### src/rtl/dl_pkg.sv
// Shared types and address-mapping helpers for the ROM download sequencer.
package dl_pkg;

  localparam logic [24:0] SP_BASE_DEF = 25'h10000;

  typedef struct packed {
    logic [24:0] addr;
    logic [7:0]  data;
  } fifo_entry_t;

  typedef struct packed {
    logic [22:0] a;
    logic [1:0]  ds;
  } port_addr_t;

  typedef enum logic {
    IDLE = 1'b0,
    WAIT = 1'b1
  } dl_state_t;

  typedef enum logic {
    PORT1 = 1'b0,
    PORT2 = 1'b1
  } port_sel_t;

  // Plain 16-bit word addressing: the low byte-address bit selects the lane.
  function automatic port_addr_t port1_map(input logic [23:0] addr);
    port_addr_t m;
    m.a  = addr[23:1];
    m.ds = {addr[0], ~addr[0]};
    return m;
  endfunction

  // Sprite ROMs are interleaved so that two 16-bit planes merge into a 32-bit fetch.
  function automatic port_addr_t sp_map(input logic [23:0] s);
    port_addr_t m;
    m.a  = {s[23:16], s[13:0], s[15]};
    m.ds = {s[14], ~s[14]};
    return m;
  endfunction

endpackage

### src/rtl/dl_fifo.sv
// First-word-fall-through FIFO of download entries; push and pop may coincide
// in any state, including full.
module dl_fifo
  import dl_pkg::*;
#(
  parameter int DEPTH = 4
) (
  input  logic        clk,
  input  logic        rst,
  input  logic        push,
  input  fifo_entry_t din,
  input  logic        pop,
  output fifo_entry_t dout,
  output logic        full,
  output logic        empty
);

  localparam int          AW       = $clog2(DEPTH);
  localparam logic [AW:0] FULL_CNT = (AW + 1)'(DEPTH);

  fifo_entry_t   mem_q [DEPTH];
  logic [AW-1:0] rd_ptr_q, rd_ptr_d;
  logic [AW-1:0] wr_ptr_q, wr_ptr_d;
  logic [AW:0]   cnt_q, cnt_d;
  logic          do_push, do_pop;

  always_comb begin
    empty    = (cnt_q == '0);
    full     = (cnt_q == FULL_CNT);
    do_pop   = pop && !empty;
    // A pop in the same cycle frees the slot the push needs.
    do_push  = push && (!full || do_pop);
    rd_ptr_d = do_pop  ? rd_ptr_q + 1'b1 : rd_ptr_q;
    wr_ptr_d = do_push ? wr_ptr_q + 1'b1 : wr_ptr_q;
    case ({do_push, do_pop})
      2'b10:   cnt_d = cnt_q + 1'b1;
      2'b01:   cnt_d = cnt_q - 1'b1;
      default: cnt_d = cnt_q;
    endcase
  end

  assign dout = mem_q[rd_ptr_q];

  always_ff @(posedge clk or posedge rst) begin
    if (rst) begin
      rd_ptr_q <= '0;
      wr_ptr_q <= '0;
      cnt_q    <= '0;
    end else begin
      rd_ptr_q <= rd_ptr_d;
      wr_ptr_q <= wr_ptr_d;
      cnt_q    <= cnt_d;
    end
  end

  always_ff @(posedge clk) begin
    if (do_push) mem_q[wr_ptr_q] <= din;
  end

endmodule

### src/rtl/rom_dl_sequencer.sv
// Sequences data_io ROM download bytes into the two SDRAM write ports, one
// outstanding toggle request at a time, and owns rom_loaded and the core reset.
module rom_dl_sequencer
  import dl_pkg::*;
#(
  parameter logic [24:0] SP_BASE    = SP_BASE_DEF,
  parameter int          FIFO_DEPTH = 4,
  parameter int          RST_CNT_W  = 16
) (
  input  logic        clk_sys,
  input  logic        reset,
  input  logic        user_reset,
  input  logic        ioctl_download,
  input  logic        ioctl_wr,
  input  logic [24:0] ioctl_addr,
  input  logic [7:0]  ioctl_dout,
  output logic        port1_req,
  input  logic        port1_ack,
  output logic [22:0] port1_a,
  output logic [1:0]  port1_ds,
  output logic [15:0] port1_d,
  output logic        port1_we,
  output logic        port2_req,
  input  logic        port2_ack,
  output logic [22:0] port2_a,
  output logic [1:0]  port2_ds,
  output logic [15:0] port2_d,
  output logic        port2_we,
  output logic        busy,
  output logic        overflow,
  output logic        rom_loaded,
  output logic        core_reset
);

  logic                 wr_q, dl_q;
  logic                 push, pop, drop;
  logic                 dl_rise, dl_fall;
  fifo_entry_t          push_entry, head;
  logic                 fifo_full, fifo_empty;
  logic [23:0]          sp_off;
  port_sel_t            head_port;
  port_addr_t           head_map;

  dl_state_t            state_q, state_d;
  port_sel_t            sel_q, sel_d;
  logic                 p1_req_q, p1_req_d;
  logic [22:0]          p1_a_q, p1_a_d;
  logic [1:0]           p1_ds_q, p1_ds_d;
  logic [15:0]          p1_d_q, p1_d_d;
  logic                 p2_req_q, p2_req_d;
  logic [22:0]          p2_a_q, p2_a_d;
  logic [1:0]           p2_ds_q, p2_ds_d;
  logic [15:0]          p2_d_q, p2_d_d;
  logic                 we_q, we_d;
  logic                 overflow_q, overflow_d;
  logic                 armed_q, armed_d;
  logic                 rom_loaded_q, rom_loaded_d;
  logic [RST_CNT_W-1:0] cnt_q, cnt_d;
  logic                 core_reset_q, core_reset_d;

  assign push       = ioctl_download && ioctl_wr && !wr_q;
  assign push_entry = '{addr: ioctl_addr, data: ioctl_dout};
  assign dl_rise    = ioctl_download && !dl_q;
  assign dl_fall    = !ioctl_download && dl_q;

  dl_fifo #(
    .DEPTH (FIFO_DEPTH)
  ) u_fifo (
    .clk   (clk_sys),
    .rst   (reset),
    .push  (push),
    .din   (push_entry),
    .pop   (pop),
    .dout  (head),
    .full  (fifo_full),
    .empty (fifo_empty)
  );

  always_comb begin
    sp_off = 24'(head.addr - SP_BASE);
    if (head.addr < SP_BASE) begin
      head_port = PORT1;
      head_map  = port1_map(head.addr[23:0]);
    end else begin
      head_port = PORT2;
      head_map  = sp_map(sp_off);
    end
  end

  always_comb begin
    state_d  = state_q;
    sel_d    = sel_q;
    p1_req_d = p1_req_q;
    p1_a_d   = p1_a_q;
    p1_ds_d  = p1_ds_q;
    p1_d_d   = p1_d_q;
    p2_req_d = p2_req_q;
    p2_a_d   = p2_a_q;
    p2_ds_d  = p2_ds_q;
    p2_d_d   = p2_d_q;
    pop      = 1'b0;
    case (state_q)
      IDLE: begin
        if (!fifo_empty) begin
          pop     = 1'b1;
          sel_d   = head_port;
          state_d = WAIT;
          if (head_port == PORT1) begin
            p1_req_d = ~p1_req_q;
            p1_a_d   = head_map.a;
            p1_ds_d  = head_map.ds;
            p1_d_d   = {head.data, head.data};
          end else begin
            p2_req_d = ~p2_req_q;
            p2_a_d   = head_map.a;
            p2_ds_d  = head_map.ds;
            p2_d_d   = {head.data, head.data};
          end
        end
      end
      WAIT: begin
        if ((sel_q == PORT1 && port1_ack == p1_req_q) ||
            (sel_q == PORT2 && port2_ack == p2_req_q)) begin
          state_d = IDLE;
        end
      end
      default: state_d = IDLE;
    endcase
  end

  always_comb begin
    busy = !fifo_empty || (state_q != IDLE);
    drop = push && fifo_full && !pop;
    we_d = ioctl_download || busy;

    overflow_d = overflow_q;
    if (dl_rise) overflow_d = 1'b0;
    if (drop)    overflow_d = 1'b1;

    // Completion waits for the FIFO and the last SDRAM write to drain.
    armed_d      = armed_q;
    rom_loaded_d = rom_loaded_q;
    if (dl_fall) armed_d = 1'b1;
    if (armed_q && fifo_empty && state_q == IDLE) begin
      armed_d      = 1'b0;
      rom_loaded_d = 1'b1;
    end
    if (dl_rise) begin
      armed_d      = 1'b0;
      rom_loaded_d = 1'b0;
    end

    if (user_reset || !rom_loaded_q) cnt_d = '1;
    else if (cnt_q != '0)            cnt_d = cnt_q - 1'b1;
    else                             cnt_d = cnt_q;
    core_reset_d = (cnt_d != '0);
  end

  always_ff @(posedge clk_sys or posedge reset) begin
    if (reset) begin
      wr_q         <= 1'b0;
      dl_q         <= 1'b0;
      state_q      <= IDLE;
      sel_q        <= PORT1;
      p1_req_q     <= 1'b0;
      p1_a_q       <= '0;
      p1_ds_q      <= '0;
      p1_d_q       <= '0;
      p2_req_q     <= 1'b0;
      p2_a_q       <= '0;
      p2_ds_q      <= '0;
      p2_d_q       <= '0;
      we_q         <= 1'b0;
      overflow_q   <= 1'b0;
      armed_q      <= 1'b0;
      rom_loaded_q <= 1'b0;
      cnt_q        <= '1;
      core_reset_q <= 1'b1;
    end else begin
      wr_q         <= ioctl_wr;
      dl_q         <= ioctl_download;
      state_q      <= state_d;
      sel_q        <= sel_d;
      p1_req_q     <= p1_req_d;
      p1_a_q       <= p1_a_d;
      p1_ds_q      <= p1_ds_d;
      p1_d_q       <= p1_d_d;
      p2_req_q     <= p2_req_d;
      p2_a_q       <= p2_a_d;
      p2_ds_q      <= p2_ds_d;
      p2_d_q       <= p2_d_d;
      we_q         <= we_d;
      overflow_q   <= overflow_d;
      armed_q      <= armed_d;
      rom_loaded_q <= rom_loaded_d;
      cnt_q        <= cnt_d;
      core_reset_q <= core_reset_d;
    end
  end

  assign port1_req  = p1_req_q;
  assign port1_a    = p1_a_q;
  assign port1_ds   = p1_ds_q;
  assign port1_d    = p1_d_q;
  assign port1_we   = we_q;
  assign port2_req  = p2_req_q;
  assign port2_a    = p2_a_q;
  assign port2_ds   = p2_ds_q;
  assign port2_d    = p2_d_q;
  assign port2_we   = we_q;
  assign overflow   = overflow_q;
  assign rom_loaded = rom_loaded_q;
  assign core_reset = core_reset_q;

endmodule
### config.mk
export PLATFORM = sky130hd
export DESIGN_NAME = rom_dl_sequencer
export DESIGN_NICKNAME = d
export VERILOG_FILES = /design/src/rtl/dl_pkg.sv /design/src/rtl/dl_fifo.sv /design/src/rtl/rom_dl_sequencer.sv
export SDC_FILE = /design/constraint.sdc
export NUM_CORES = 1
export LEC_CHECK = 0
export ABC_AREA = 0
export CORE_MARGIN = 4
export CORE_UTILIZATION = 50
export CTS_BUF_LIST = sky130_fd_sc_hd__clkbuf_4
export DETAILED_ROUTE_END_ITERATION = 8
export PLACE_DENSITY = 0.8
export SYNTH_ARGS = -nofsm -noshare
export SYNTH_HDL_FRONTEND = slang
export SYNTH_SLANG_ARGS = --single-unit
### constraint.sdc
create_clock -name clk_sys -period 3.2 [get_ports clk_sys]
set_input_delay 0.32 -clock clk_sys [delete_from_list [all_inputs] [get_ports clk_sys]]
set_output_delay 0.32 -clock clk_sys [all_outputs]
set_load 0.02 [all_outputs]
==> results_dict.tcl <==
set metrics [dict create \
    status "finished clean" \
    drt_pass1_iterations 5 \
    overflow 0 \
    yosys_register_bits 232 \
    tns_ns 0 \
    numCtsBuffers 56 \
    sequentialPowerShare_pct 40.9 \
    synth_edf_count 132 \
    grt_pass1_vias 5884 \
    port-buffer-count 129 \
    die_y_um 145 \
    pwr-share-clk_pct 25.4 \
    antenna_found_initial 1 \
    grt.total_usage_pct 18.6 \
    max-vdd-ir-drop_mv 0.543 \
    p_switching_mw 3.07 \
    num-nets-final 769 \
    syn_avg_cell_area_um2 16.8 \
    p_leak_nw 4.40 \
    yosysWarnings 0 \
    cellPowerDensity_mw_per_mm2 833 \
    ys_types 51 \
    clk_latency_ns 0.66 \
    wl_per_cell_um 18.9 \
    cp.required_ns 3.72 \
    slowest_stage "mux4_2" \
    dp.cells 891 \
    path_cells "buf_4, mux4_2, nor2_1, nand4b_1, or3_2, buf_12, mux2_4" \
    vias 5427 \
    postSynthCellCount 556 \
    postPlaceCellArea_mm2 0.0109 \
    grt_pass1_wl_um 30100 \
    critPathMaxFanout 27 \
    setup_viol 0 \
    post-route-period-util_pct 92.6 \
    critPathTopFamily "multiplexers" \
    end_kind "flop" \
    fin_cells 998 \
    final-hold-violation-count 0 \
    ant_nets 0 \
    dr.first_iter.drc_count 322 \
    start_util_pct 51.4 \
    worstMarginPinSlew_ns 1.00 \
    clk_pin_slew_ns 0.07 \
    htreeDepth 2 \
    worstHoldPathType "in2async" \
    async_reset_ff_share_pct 43.1 \
    drc_errors 0 \
    place_congestion 0.838 \
    max_freq_mhz 337 \
    layout_common_cells "edfxtp_1 (132), clkdlybuf4s50_1 (129), clkbuf_4 (87), dfrtp_1 (81), mux4_2 (33)" \
    root_buffer "clkbuf_4" \
    p_int_mw 6.61 \
    power_frac_comb_pct 33.7 \
    switching_share_pct 31.7 \
    cts_hold_buf 0 \
    post_cts_buffers 0 \
    clockBufferDepth 3 \
    final_common_cell "edfxtp_1" \
    synth_area_mm2 0.00933 \
    post_cts_resized 0 \
    drive_above_1_share_pct 28.0 \
    dieWidth_um 145 \
    yosysSeqAreaShare_pct 69.5 \
    synth_ff_type "edfxtp_1" \
    grt_max_degree 59 \
    worstSetupPathType "reg2reg" \
    coreArea_mm2 0.0181 \
    clock_sinks 232 \
    timing.slew.headroom_pct 33.2 \
    rows 49 \
    arrival_ns 3.49 \
    io_pins 130 \
    skew_ns 0.0299 \
    worstSetupStartpointType "flop" \
    routed_wl_um 18800 \
    hpwl_um 12400 \
    design_area_mm2 0.0116 \
    max_stage_delay_ns 0.58 \
    maxSlewViolCount 0 \
    cap_violations 0 \
    synth_nets 605 \
    cts_tree "done" \
    viasPerCell 5.44 \
    die_area_mm2 0.0209 \
    path_buf_inv 2 \
    syn_to_final_growth_pct 24.6 \
    rsz0062_at_grt "false" \
    fin_crit_ns 2.96 \
]
## logic make-up after synthesis
family | share of synthesized area (%)
muxes | 14.5
xor gates and xnor gates | 2.07
buffers and inverters | 3.27
and+or+nand+nor | 6.80
DFF | 69.5
AOI/OAI and AO/OA | 2.58
adders and majority gates | 1.29
## power by group through the flow
| stage | clock network (mW) | registers (mW) | logic, mW |
|---|---|---|---|
| after global routing | 2.71 | 4.02 | 3.50 |
| after floorplan | 0 | 4.30 | 1.78 |
| after CTS | 2.53 | 3.97 | 3.31 |
| after global placement | 0 | 3.98 | 3.20 |
| after detailed placement | 0 | 4.01 | 3.28 |
| final | 2.46 | 3.96 | 3.26 |
## Yosys cell counts (4+ instances only)
| cell | count | area (um2) |
|---|---|---|
| edfxtp_1 | 132 | 3960 |
| dfrtp_1 | 83 | 2080 |
| mux4_2 | 33 | 743 |
| mux2_2 | 28 | 315 |
| nor2_1 | 28 | 105 |
| nand2_1 | 22 | 82.6 |
| mux2_4 | 18 | 270 |
| buf_4 | 17 | 128 |
| dfstp_2 | 17 | 447 |
| inv_1 | 17 | 63.8 |
| a21oi_1 | 15 | 75.1 |
| xnor2_1 | 15 | 131 |
| and2_1 | 13 | 81.3 |
| nand3_1 | 11 | 55.1 |
| clkbuf_1 | 9 | 33.8 |
| o21ai_0 | 9 | 45.0 |
| ha_1 | 8 | 100 |
| nor3_1 | 8 | 40.0 |
| xor2_1 | 7 | 61.3 |
| nand2b_1 | 6 | 37.5 |
| buf_2 | 4 | 20.0 |
| nand4_1 | 4 | 25.0 |
## layer usage
layer  global-route usage (%)  part of all wire [%]  vias up
met5                        0                 0.074        -
met4                     6.23                   2.2        2
met3                     5.42                   6.7       38
met2                     30.6                    50      202
met1                     23.8                    41     2749
li1                         -                     -     2436
## cell type report
| cell class | instances | area [um2] |
|---|---|---|
| sequential | 232 | 6490 |
| timing repair buffer | 143 | 1470 |
| multi-input combinational | 270 | 2540 |
| antenna | 1 | 2.50 |
| tap | 229 | 287 |
| clock buffer | 87 | 653 |
| clock inverter | 19 | 108 |
| fill | 1266 | 6530 |
| inverter | 17 | 66.3 |
## through the flow
step	power, mW	setup slack, ns	utilization, %	hold slack (ns)
finish	9.68	0.236	64.0	0.0785
global route	10.2	0.112	64.0	0.0684
CTS	9.81	0.226	64.0	0.0660
detailed placement	7.30	0.260	59.8	0.473
global placement	7.18	0.336	59.8	0.452
floorplan	6.08	0.289	-	0.351
## state kept, by name, summed over array words and instances (netlist names), 3 cells and up
register,cells
u_fifo.mem_q,132
port1_a,23
port2_a,23
cnt_q,16
port1_d,8
port2_d,8
u_fifo.cnt_q,3
## path summary, 6_finish.rpt
kind                                    start    endpoint  slack, ns  cells after the start
max                        u_fifo.rd_ptr_q[0]  port1_d[8]       0.24                      7
min                                     reset  port1_d[9]       0.08                      2
max reg2reg                u_fifo.rd_ptr_q[0]  port1_d[8]       0.24                      7
min reg2reg                           armed_q     armed_q       0.48                      1
max in group asynchronous               reset    cnt_q[5]       2.34                      3
min in group clk_sys                 ioctl_wr        wr_q       0.17                      1
(Power assumes the default switching activity.)
